`src/rtl/sonar_ranger.sv`:
```
`timescale 1ns/1ps
// sonar_ranger
//   Drives an HC-SR04-style ultrasonic sonar. It issues periodic trigger
//   pulses and times the echo pulse in clk cycles. The last result is held
//   stable so the SPI readout mux can sample it at any time. The result is a
//   raw cycle count; the RPi converts it to a distance.
//
// Parameters
//   TRIG_CYCLES     trigger high time in clk cycles
//   PERIOD_CYCLES   trigger-to-trigger period; must exceed TRIG_CYCLES+TIMEOUT_CYCLES
//   TIMEOUT_CYCLES  max cycles from trigger fall to echo fall before giving up
//   SYNC_STAGES     flops in the echo_in synchroniser (>= 2)
//
// Ports
//   clk          in   system clock
//   reset        in   asynchronous, active-low reset
//   enable       in   1 = run periodic measurements; 0 = stop after current cycle
//   echo_in      in   raw sonar ECHO pin (asynchronous)
//   trigger_out  out  sonar TRIGGER pin
//   echo_cycles  out  last echo high time in clk cycles; 32'hFFFF_FFFF = timeout
//   meas_valid   out  1-cycle pulse when echo_cycles/timed_out update
//   timed_out    out  1 = last completed cycle timed out
//   meas_count   out  number of completed cycles, wraps at 16 bits
//   busy         out  1 in any state other than IDLE
module sonar_ranger #(
  parameter int TRIG_CYCLES    = 500,
  parameter int PERIOD_CYCLES  = 3_000_000,
  parameter int TIMEOUT_CYCLES = 1_500_000,
  parameter int SYNC_STAGES    = 2
) (
  input  logic        clk,
  input  logic        reset,
  input  logic        enable,
  input  logic        echo_in,
  output logic        trigger_out,
  output logic [31:0] echo_cycles,
  output logic        meas_valid,
  output logic        timed_out,
  output logic [15:0] meas_count,
  output logic        busy
);

  typedef enum logic [2:0] {
    IDLE      = 3'd0,
    TRIG      = 3'd1,
    WAIT_ECHO = 3'd2,
    MEASURE   = 3'd3,
    DONE      = 3'd4,
    HOLDOFF   = 3'd5
  } state_t;

  localparam logic [31:0] TRIG_LAST    = 32'(TRIG_CYCLES - 1);
  localparam logic [31:0] PERIOD_LAST  = 32'(PERIOD_CYCLES - 1);
  localparam logic [31:0] TIMEOUT_LAST = 32'(TIMEOUT_CYCLES - 1);
  localparam logic [31:0] WIDTH_MAX    = 32'hFFFF_FFFE;
  localparam logic [31:0] TIMEOUT_CODE = 32'hFFFF_FFFF;

  state_t state;
  state_t next_state;

  logic [SYNC_STAGES-1:0] echo_sync_q;
  logic                   echo_sync;
  logic                   echo_prev;
  logic                   echo_rise;
  logic                   echo_fall;

  logic [31:0] trig_cnt;
  logic [31:0] period_cnt;
  logic [31:0] timeout_cnt;
  logic [31:0] width_cnt;

  logic timeout_hit;
  logic start_meas;
  logic report_ok;
  logic report_timeout;

  // Echo synchroniser plus one extra registered copy for edge detection.
  always_ff @(posedge clk or negedge reset) begin
    if (!reset) begin
      echo_sync_q <= '0;
      echo_prev   <= 1'b0;
    end else begin
      echo_sync_q <= {echo_sync_q[SYNC_STAGES-2:0], echo_in};
      echo_prev   <= echo_sync;
    end
  end

  assign echo_sync = echo_sync_q[SYNC_STAGES-1];
  assign echo_rise = echo_sync & ~echo_prev;
  assign echo_fall = ~echo_sync & echo_prev;

  // timeout_cnt is 0 in the first WAIT_ECHO cycle, so the last allowed cycle
  // is TIMEOUT_CYCLES-1; the transition out lands exactly TIMEOUT_CYCLES
  // clocks after the trigger fell.
  assign timeout_hit = (timeout_cnt == TIMEOUT_LAST);

  // State register.
  always_ff @(posedge clk or negedge reset) begin
    if (!reset) begin
      state <= IDLE;
    end else begin
      state <= next_state;
    end
  end

  // Next-state logic. Timeout is checked before edges so it wins a tie.
  always_comb begin
    next_state     = state;
    start_meas     = 1'b0;
    report_ok      = 1'b0;
    report_timeout = 1'b0;
    case (state)
      IDLE: begin
        if (enable) begin
          next_state = TRIG;
        end
      end
      TRIG: begin
        if (trig_cnt == TRIG_LAST) begin
          next_state = WAIT_ECHO;
        end
      end
      WAIT_ECHO: begin
        if (timeout_hit) begin
          next_state     = HOLDOFF;
          report_timeout = 1'b1;
        end else if (echo_rise) begin
          next_state = MEASURE;
          start_meas = 1'b1;
        end
      end
      MEASURE: begin
        if (timeout_hit) begin
          next_state     = HOLDOFF;
          report_timeout = 1'b1;
        end else if (echo_fall) begin
          next_state = DONE;
          report_ok  = 1'b1;
        end
      end
      DONE: begin
        next_state = HOLDOFF;
      end
      HOLDOFF: begin
        if (period_cnt == PERIOD_LAST) begin
          next_state = enable ? TRIG : IDLE;
        end
      end
      default: begin
        next_state = IDLE;
      end
    endcase
  end

  // Phase counters. The period counter is cleared on TRIG entry so the next
  // trigger rises exactly PERIOD_CYCLES clocks after the previous one.
  always_ff @(posedge clk or negedge reset) begin
    if (!reset) begin
      trig_cnt    <= '0;
      period_cnt  <= '0;
      timeout_cnt <= '0;
      width_cnt   <= '0;
    end else begin
      if (state == TRIG) begin
        trig_cnt <= trig_cnt + 32'd1;
      end else begin
        trig_cnt <= '0;
      end

      if (state != TRIG && next_state == TRIG) begin
        period_cnt <= '0;
      end else if (state != IDLE) begin
        period_cnt <= period_cnt + 32'd1;
      end

      if (state == TRIG) begin
        timeout_cnt <= '0;
      end else if (state == WAIT_ECHO || state == MEASURE) begin
        timeout_cnt <= timeout_cnt + 32'd1;
      end

      // The rising-edge cycle counts as the first high cycle.
      if (start_meas) begin
        width_cnt <= 32'd1;
      end else if (state == MEASURE && echo_sync && width_cnt != WIDTH_MAX) begin
        width_cnt <= width_cnt + 32'd1;
      end
    end
  end

  // Result registers. They change only together with the meas_valid pulse,
  // so the SPI side can sample them asynchronously. The measurement result is
  // loaded on entry to DONE, which makes DONE the meas_valid cycle.
  always_ff @(posedge clk or negedge reset) begin
    if (!reset) begin
      trigger_out <= 1'b0;
      meas_valid  <= 1'b0;
      echo_cycles <= '0;
      timed_out   <= 1'b0;
      meas_count  <= '0;
    end else begin
      trigger_out <= (next_state == TRIG);
      meas_valid  <= report_ok | report_timeout;
      if (report_ok) begin
        echo_cycles <= width_cnt;
        timed_out   <= 1'b0;
        meas_count  <= meas_count + 16'd1;
      end else if (report_timeout) begin
        echo_cycles <= TIMEOUT_CODE;
        timed_out   <= 1'b1;
        meas_count  <= meas_count + 16'd1;
      end
    end
  end

  assign busy = (state != IDLE);

endmodule
```
`config.mk`:
```
export PLATFORM = sky130hd
export DESIGN_NAME = sonar_ranger
export DESIGN_NICKNAME = d
export VERILOG_FILES = /design/src/rtl/sonar_ranger.sv
export SDC_FILE = /design/constraint.sdc
export NUM_CORES = 1
export LEC_CHECK = 0
export CORE_ASPECT_RATIO = 0.75
export CORE_MARGIN = 2
export CORE_UTILIZATION = 35
export DETAILED_ROUTE_END_ITERATION = 6
export PLACE_DENSITY = 0.51
export SYNTH_ARGS = -nofsm -noshare
export SYNTH_HDL_FRONTEND = slang
export SYNTH_SLANG_ARGS = --single-unit
```
`constraint.sdc`:
```
create_clock -name clk -period 3.7 [get_ports clk]
set_clock_uncertainty 0.15 [all_clocks]
set_input_delay 0.74 -clock clk [delete_from_list [all_inputs] [get_ports clk]]
set_output_delay 0.74 -clock clk [all_outputs]
set_load 0.01 [all_outputs]
```
==> out/results.txt <==
Wire length per cell - 16.1 µm
Unrepaired setup endpoints after global routing - false
Leakage power - 0.00453 µW
PortBufs - 55
Required time worst endpoint - 2.81 ns
Synthesized area - 9190 µm²
CTS buffer count - 17
Seq cells post-synth - 185
Final WL - 21.9 mm
Critical path type - register to output pin
Slew margin rel. - 38.6%
Hold crit path type - input port to async pin
Routability cong. - 0.802
Post-cts hold buffer count - 0
Post-CTS Setup Inserts - 0
CP Capture Type - output pin
Area Growth Syn to Fin - 17.0%
DR DRC count - 0
Number of gates resized after CTS - 0
Sequential element share of the synthesized area - 50.4%
First-pass GRT wire length - 36.7 mm
Total iterations of the first detailed-routing run - 7
Setup violators final - 0
# fillers - 2,628
Core box area - 25,900 µm²
Vias - 7,193
Fin nets - 1,014
Final antenna-violating net count - 0
Vias in the first global route - 6,906
Total grt overflow - 0
Min Hold Slack - 0.203 ns
Post-Route Utilization - 41.5%
Starting density of the core - 35.5%
CTS clock-pin slew for the worst setup and hold paths - 0.08 ns
Initial antenna violation count - 0
Fin crit period - 2.94 ns
Slew Viols, Final - 0
Share of cells above drive strength 1 - 6.98%
Number of synthesized flops with an enable pin - 0
Root Buffer - clkbuf_16
Setup TNS Final - 0 ns
Mapped Nets - 961
Syn Area/Cell - 9.66 µm²
# IOs - 56
Library cells used by synthesis - 67
DIE WIDTH - 191 µm
Status - complete, no violations
H-Tree Depth - 4
Max Cap Viol - 0
Inserted Diodes - 0
Die height - 144 µm
Die Footprint - 27,600 µm²
Largest net degree at the start of global routing - 85
Sink Count - 185
Max Buffers Root-to-Sink - 2
Vias per cell - 5.29
Clk_lat worst skew - 0.44 ns
Row cnt - 51
Worst Path Max Fanout - 15
Top_reg_cell synth - dfrtp_1
DRT iter0 DRCs - 501
Final hold violations - 0
Power density over cell area - 391 nW/µm²
Tcrit/Tclk final - 79.5%
Startpoint Class - register
Cells on worst reg2reg path - 6
CTS tree - built
CP arrival - 2.05 ns
Hpwl dp - 14.9 mm
Peak VDD IR - 360 µV
Total Routing Usage GR - 16.8%
Async S/R FF share, synth - 100%
Max Clk Rate - 340 MHz
Synth warnings - 0
Worst Tran Pin Value - 0.918 ns
Mapped Cells - 951
## logic make-up after synthesis
group	Yosys count	share of synthesized area [%]
buffers and inverters	69	3.12
flip-flops	185	50.4
multiplexers	2	0.232
adder cells (fa/ha/maj)	7	0.926
AND/OR/NAND/NOR	466	26.6
AO/OA/AOI/OAI	134	10.4
XOR/XNOR	88	8.39
## layout by cell type, fill, tap and decap left out, types with 3 or more instances in the layout
cell / instances
dfrtp_1: 185
nor2_1: 110
nand2_1: 82
nand3_1: 73
clkdlybuf4s50_1: 54
xnor2_1: 45
xor2_1: 43
nand4_1: 41
o22a_1: 32
inv_1: 29
and3_1: 29
nor3_1: 28
or3_1: 27
a21oi_1: 23
o21ai_0: 23
nor4_1: 19
buf_4: 19
clkbuf_16: 17
o31ai_1: 10
and4_1: 9
a31oi_1: 9
and2_1: 7
or4_1: 6
ha_1: 6
o22ai_1: 5
nor4b_1: 4
nand2b_1: 4
o211ai_1: 4
inv_8: 4
nor3b_1: 3
or2_2: 3
o21ai_1: 3
inv_6: 3
clkinv_8: 3
## registers in the layout, indices dropped and copies added, names as in the netlist
name,flops
meas_valid,1
width_cnt,32
echo_prev,1
timeout_cnt,32
state,3
meas_count,16
echo_sync_q,2
echo_cycles,32
period_cnt,32
timed_out,1
trigger_out,1
trig_cnt,32
## cell type report
| cell class | count | area, µm² | area share [%] |
|---|---|---|---|
| clock buffer | 17 | 425 | 3.96 |
| tap | 344 | 430 | 4.00 |
| clock inverter | 15 | 179 | 1.66 |
| sequential | 185 | 4630 | 43.1 |
| inverter | 29 | 109 | 1.01 |
| multi-input combinational | 697 | 4280 | 39.8 |
| timing repair buffer | 74 | 697 | 6.48 |
## final timing paths
kind                                    to  slack [ns]      startpoint
min reg2reg                 echo_sync_q[1]        0.23  echo_sync_q[0]
max in group asynchronous  echo_cycles[16]        2.30           reset
max reg2reg                 period_cnt[11]        0.86  period_cnt[26]
min in group clk            echo_sync_q[1]        0.23  echo_sync_q[0]
min                        timeout_cnt[26]        0.20           reset
max                                   busy        0.76        state[0]
## synth_stat cells (all sizes together) (2+ instances only)
cell type  instances  share of area (%)
a211oi             2               0.16
a21o               2               0.16
a21oi             23                1.3
a311oi             2               0.19
a31oi              9               0.61
a41o               2               0.22
and2               8               0.54
and3              29                2.0
and4               9               0.86
and4b              2               0.22
buf               16               0.95
clkbuf            24               0.98
dfrtp            185                 50
ha                 6               0.82
inv               29                1.2
nand2             82                3.4
nand2b             4               0.27
nand3             73                4.0
nand4             41                2.8
nand4b             2               0.19
nor2             110                4.5
nor2b              2               0.14
nor3              29                1.6
nor3b              4               0.33
nor4              22                1.8
nor4b              6               0.71
nor4bb             2               0.22
o211ai             4               0.33
o21ai             27                1.6
o22a              32                3.1
o22ai              5               0.34
o2bb2a             2               0.22
o31ai             12                1.1
o32ai              2               0.19
or2                4               0.27
or3               27                1.8
or4                7               0.61
xnor2             45                4.3
xor2              43                4.1
## per-stage QoR
stage / setup slack, ns / power [µW] / instances / cell area [µm²]
after floorplan: 1.35 / 2310 / 951 / 9190
after global placement: 0.843 / 2380 / 1329 / 10100
after detailed placement: 0.804 / 2380 / 1329 / 10100
after CTS: 0.721 / 4260 / 1361 / 10700
after global routing: 0.617 / 4390 / 1361 / 10700
final: 0.760 / 4200 / 1361 / 10700
## worst max-delay path, stage by stage, from the launching register on
cell	delay (ns)
dfrtp_1	0.62
nor3_1	0.11
buf_4	0.20
inv_1	0.13
clkdlybuf4s50_1	0.55
## power by group
group          leakage (µW)  switching, µW  internal [µW]
Clock              0.000290            889            969
Combinational       0.00177           96.5           69.8
Sequential          0.00247            107           2070
## layer usage
| metal | routed length [µm] | global-route usage [%] | up-vias |
|---|---|---|---|
| met2 | 9160 | 23.9 | 117 |
| li1 | - | - | 3538 |
| met4 | 172 | 3.89 | 0 |
| met5 | 0 | 0 | - |
| met1 | 11700 | 25.6 | 3524 |
| met3 | 908 | 3.64 | 14 |
No activity file was read; power rests on OpenSTA's default activity.
